<file path="src/rtl/alu_cmd_queue.sv">
// alu_cmd_queue: buffers packed {sel,B,A} commands, drives a combinational
//   3-bit arithmetic unit from registers and returns tagged results.
// Latency: push at edge n -> operands after n+1 -> out_valid after n+1+SETTLE.
// Backpressure: out_ready low holds the result in HOLD; the FIFO then fills
//   and in_ready drops once level reaches DEPTH.
// Ports:
//   clk, rst           clock, synchronous active-high reset
//   in_valid/in_ready  command handshake; in_cmd = [7:6] sel, [5:3] B, [2:0] A
//   alu_a/alu_b/alu_sel registered operands to the arithmetic unit
//   alu_result         combinational result returned by the unit
//   out_valid/out_ready result handshake; out_result/out_sel/out_dz payload
//   level              FIFO occupancy, head (command in flight) included
module alu_cmd_queue #(
  parameter int DEPTH  = 4,
  parameter int SETTLE = 1
) (
  input  logic                     clk,
  input  logic                     rst,
  input  logic                     in_valid,
  output logic                     in_ready,
  input  logic [7:0]               in_cmd,
  output logic [2:0]               alu_a,
  output logic [2:0]               alu_b,
  output logic [1:0]               alu_sel,
  input  logic [5:0]               alu_result,
  output logic                     out_valid,
  input  logic                     out_ready,
  output logic [5:0]               out_result,
  output logic [1:0]               out_sel,
  output logic                     out_dz,
  output logic [$clog2(DEPTH):0]   level
);

  localparam int PW = $clog2(DEPTH);
  localparam int LW = PW + 1;
  localparam int CW = (SETTLE > 1) ? $clog2(SETTLE) : 1;
  localparam logic [CW-1:0] LAST = CW'(SETTLE - 1);

  typedef enum logic [1:0] {
    S_IDLE,
    S_SETTLE,
    S_HOLD
  } state_t;

  state_t          state;
  logic [CW-1:0]   cnt;
  logic [7:0]      mem [DEPTH];
  logic [PW-1:0]   rd_ptr;
  logic [PW-1:0]   wr_ptr;
  logic [7:0]      head;
  logic            push;
  logic            pop;
  logic            dz;

  // Readiness depends on level only, so a pop in the same cycle never
  // lets a push into a full FIFO.
  assign in_ready = !rst && (level < LW'(DEPTH));
  assign push     = in_valid && in_ready;
  // The head leaves the FIFO only when its result is captured.
  assign pop      = (state == S_SETTLE) && (cnt == LAST);
  assign head     = mem[rd_ptr];
  assign dz       = (alu_sel == 2'b11) && (alu_b == 3'd0);

  // Storage needs no reset: entries are only read while level > 0.
  always_ff @(posedge clk) begin
    if (push) begin
      mem[wr_ptr] <= in_cmd;
    end
  end

  always_ff @(posedge clk) begin
    if (rst) begin
      state      <= S_IDLE;
      cnt        <= '0;
      rd_ptr     <= '0;
      wr_ptr     <= '0;
      level      <= '0;
      alu_a      <= '0;
      alu_b      <= '0;
      alu_sel    <= '0;
      out_valid  <= 1'b0;
      out_result <= '0;
      out_sel    <= '0;
      out_dz     <= 1'b0;
    end else begin
      if (push) begin
        wr_ptr <= wr_ptr + 1'b1;
      end
      if (pop) begin
        rd_ptr <= rd_ptr + 1'b1;
      end
      case ({push, pop})
        2'b10:   level <= level + 1'b1;
        2'b01:   level <= level - 1'b1;
        default: ;
      endcase

      case (state)
        S_IDLE: begin
          if (level != '0) begin
            alu_a   <= head[2:0];
            alu_b   <= head[5:3];
            alu_sel <= head[7:6];
            cnt     <= '0;
            state   <= S_SETTLE;
          end
        end
        S_SETTLE: begin
          if (cnt == LAST) begin
            // Divide by zero returns an all-ones marker instead of whatever
            // the unit happens to produce.
            out_result <= dz ? 6'h3F : alu_result;
            out_sel    <= alu_sel;
            out_dz     <= dz;
            out_valid  <= 1'b1;
            state      <= S_HOLD;
          end else begin
            cnt <= cnt + 1'b1;
          end
        end
        S_HOLD: begin
          if (out_ready) begin
            out_valid <= 1'b0;
            // The held entry was already popped, so level is what remains.
            if (level != '0) begin
              alu_a   <= head[2:0];
              alu_b   <= head[5:3];
              alu_sel <= head[7:6];
              cnt     <= '0;
              state   <= S_SETTLE;
            end else begin
              state <= S_IDLE;
            end
          end
        end
        default: state <= S_IDLE;
      endcase
    end
  end

endmodule

</file>
<file path="config.mk">
export PLATFORM = sky130hd
export DESIGN_NAME = alu_cmd_queue
export DESIGN_NICKNAME = d
export VERILOG_FILES = /design/src/rtl/alu_cmd_queue.sv
export SDC_FILE = /design/constraint.sdc
export NUM_CORES = 1
export LEC_CHECK = 0
export BUFFER_PORTS_ARGS = -buffer_cell sky130_fd_sc_hd__buf_4
export CORE_AREA = 2 2 81 83
export CTS_CLUSTER_SIZE = 30
export DETAILED_ROUTE_END_ITERATION = 10
export DIE_AREA = 0 0 83 85
export PLACE_DENSITY = 0.65
export RECOVER_POWER = 50
export SLEW_MARGIN = 20
export SYNTH_ARGS = -nofsm -noshare
export SYNTH_HDL_FRONTEND = slang
export SYNTH_SLANG_ARGS = --single-unit
</file>
<file path="constraint.sdc">
create_clock -name clk -period 2.45 [get_ports clk]
set_input_delay 0.1225 -clock clk [delete_from_list [all_inputs] [get_ports clk]]
set_output_delay 0.1225 -clock clk [all_outputs]
set_load 0.01 [all_outputs]
</file>
==> flow_summary.ini <==
[routing]
drt_iter0_drc = 113
routed_wl_um = 4400
wl_per_cell_um = 14.0
vias = 1552
drt-pass1-iter-count = 4
drc = 0
vias_per_cell = 4.93
drt.antenna.violating_nets = 0

[die]
die-area_um2 = 7060
core_um2 = 6200
start_util_pct = 39.0
dieHeight_um = 85
top_level_ports = 40
rows = 29
die_w_um = 83

[setup_path]
arrival_ns = 2.30
cp_max_fo = 11
crit_type = flop to flop
critPathLaunchType = flop
cp.required_ns = 2.72
end_kind = flop
reg2reg_slack_ns = 0.43
reg2reg_to = level[2]
reg2reg_from = state[1]
reg2regPathDepth = 8

[clock_network]
h-tree-depth = 3
cts.sinks = 61
cts_resized = 0
cts_buffers = 9
holdBufCountCts = 8
post_cts_buffers = 0
cts-root-buf = clkbuf_8
insertion_delay_ns = 0.34
clk_pin_slew_ns = 0.07
tritoncts = yes
clk_path_buf_depth = 2

[synthesis]
synth_edf_count = 32
synth_nets = 209
synth_top_area_cell = edfxtp_1
synth-seq-cells = 61
yosysMostFrequentCell = edfxtp_1
syn_area_per_cell_um2 = 13.1
ys_warn_count = 0
synth_cells = 185
seq_area_frac_synth_pct = 63.7
ys_top_cells_by_area = edfxtp_1, dfxtp_1, mux4_2
syn_area_um2 = 2420
ys_top_cells_by_count = edfxtp_1, dfxtp_1, nor2_1, a21oi_1
synthArstFlopShare_pct = 0
synth_top_area_share_pct = 39.7
synth_cell_type_count = 31
dominantRegCellSynth = edfxtp_1

[finish]
diodes = 0
finalInstanceArea_um2 = 2890
fin_util_pct = 46.5
nFillCells = 591
syn2layout_area_growth_pct = 19.3
drive_gt1_share_pct = 15.1
nets = 258

[sta]
min_period_ns = 2.02
setup_viol = 0
finalHoldViolations = 0
maxSlewViolCount = 0
fmax_mhz = 494
max-slew-margin-rel_pct = 54.9
max_slew.worst_pin.slew_ns = 0.675
period_share_pct = 82.6
rsz0062_at_grt = false
skew_ns = 0.00820
final.setup.tns_ns = 0

[hold_path]
hp-start = alu_result[5]
hold_end = out_result[5]
hold_depth = 3
hp-class = input port to flop

[run_status]
status = completed

[grt]
grt_pass1_wl_um = 7180
first_global_vias = 1515
grt_overflow = 0
antenna_found_initial = 0
grt_max_degree = 31
track_usage_pct = 13.3

[place]
placedInstanceArea_um2 = 2760
place.gp.congestion = 0.713
dpl.hpwl_um = 2950
io_buffers = 39

[pwr]
leakagePower_nw = 0.966
ir_worst_vdd_uv = 525
p_per_area_nw_per_um2 = 1040

[flow_run]
cap_violations = 0
-- where the power goes --
part | internal (W) | switching, W | total (W)
clock | 0.000353 | 0.000363 | 0.000717
sequential | 0.00126 | 0.000161 | 0.00142
combinational | 0.000365 | 0.000509 | 0.000874
total | 0.00198 | 0.00103 | 0.00301
-- layer usage --
layer | vias to the layer above | part of all wire [%] | global-route usage, %
met1 | 730 | 47 | 16.8
met2 | 41 | 46 | 20.7
li1 | 774 | - | -
met4 | 0 | 1.1 | 3.58
met3 | 7 | 5.7 | 6.32
met5 | - | 0 | 0
-- through the flow --
step	cells	hold slack, ns	setup WS, ns	power [W]
after global placement	292	0.324	0.496	0.00240
after floorplan	185	0.221	0.496	0.00208
after global routing	315	0.0949	0.215	0.00322
after CTS	315	0.0919	0.422	0.00316
final	315	0.103	0.426	0.00301
after detailed placement	292	0.328	0.440	0.00243
-- critical path, cell delays in order, from the launching register on --
cell      delay [ns]
dfxtp_1         0.34
nand2b_1        0.18
inv_2           0.18
ha_1            0.22
inv_1           0.06
fa_1            0.37
xor2_1          0.18
or3_1           0.30
a21oi_1         0.13
-- worst max path at each step --
stage	cells past startpoint	start	endpoint	slack, ns
after global routing	8	state[1]	level[2]	0.21
final	8	state[1]	level[2]	0.43
after floorplan	9	state[1]	level[2]	0.50
after CTS	8	state[1]	level[2]	0.42
after global placement	8	state[1]	level[2]	0.50
after detailed placement	8	state[1]	level[2]	0.44
-- registers in the layout, indices dropped and copies added, names as in the netlist, 3 cells and up, named ones only --
register / count
out_result: 6
level: 3
alu_a: 3
mem: 32
alu_b: 3
-- cell families (layout without fill, tap and decap cells) --
kind of cell	count (synthesis)	after routing	synth area share [%]
AOI/OAI and AO/OA	31	31	7.97
xor gates and xnor gates	5	5	1.81
adders and majority gates	6	6	3.41
buffers and inverters	19	72	3.78
DFF	61	61	63.7
muxes	8	8	7.45
and+or+nand+nor	55	55	11.8
-- layout make-up --
cell class	count	area [um2]	area share, %
flip-flops and latches	61	1540	53.4
multi-input cells	105	786	27.2
repair buffers	49	275	9.54
clock buffers	10	128	4.42
well taps	77	96.3	3.34
inverters	8	30.0	1.04
clock inverters	5	28.8	0.997
-- placed cells by master (no fill, tap or decap) --
| cell type | synthesis | final |
|---|---|---|
| edfxtp_1 | 32 | 32 |
| clkbuf_1 | 2 | 31 |
| dfxtp_1 | 29 | 29 |
| nor2_1 | 21 | 21 |
| a21oi_1 | 15 | 15 |
| buf_4 | 0 | 11 |
| nand4_1 | 9 | 9 |
| o31ai_1 | 9 | 9 |
| clkbuf_8 | 0 | 9 |
| mux4_2 | 8 | 8 |
| nand2_1 | 8 | 8 |
| dlygate4sd3_1 | 0 | 8 |
| inv_1 | 6 | 6 |
| a211oi_1 | 6 | 6 |
| ha_1 | 5 | 5 |
| and2_1 | 4 | 4 |
| nor2b_1 | 3 | 3 |
| xor2_1 | 3 | 3 |
| nand2b_1 | 2 | 2 |
| inv_2 | 2 | 2 |
| or3_1 | 2 | 2 |
| xnor2_1 | 2 | 2 |
| clkinvlp_4 | 0 | 2 |
| clkinv_2 | 0 | 2 |
| nor3b_4 | 1 | 1 |
| nand3_1 | 1 | 1 |
| nor3_2 | 1 | 1 |
| nor3_1 | 1 | 1 |
| o21ai_0 | 1 | 1 |
| nand3b_1 | 1 | 1 |
| nor4_1 | 1 | 1 |
| fa_1 | 1 | 1 |
| clkinv_1 | 0 | 1 |
(Power assumes the default switching activity.)
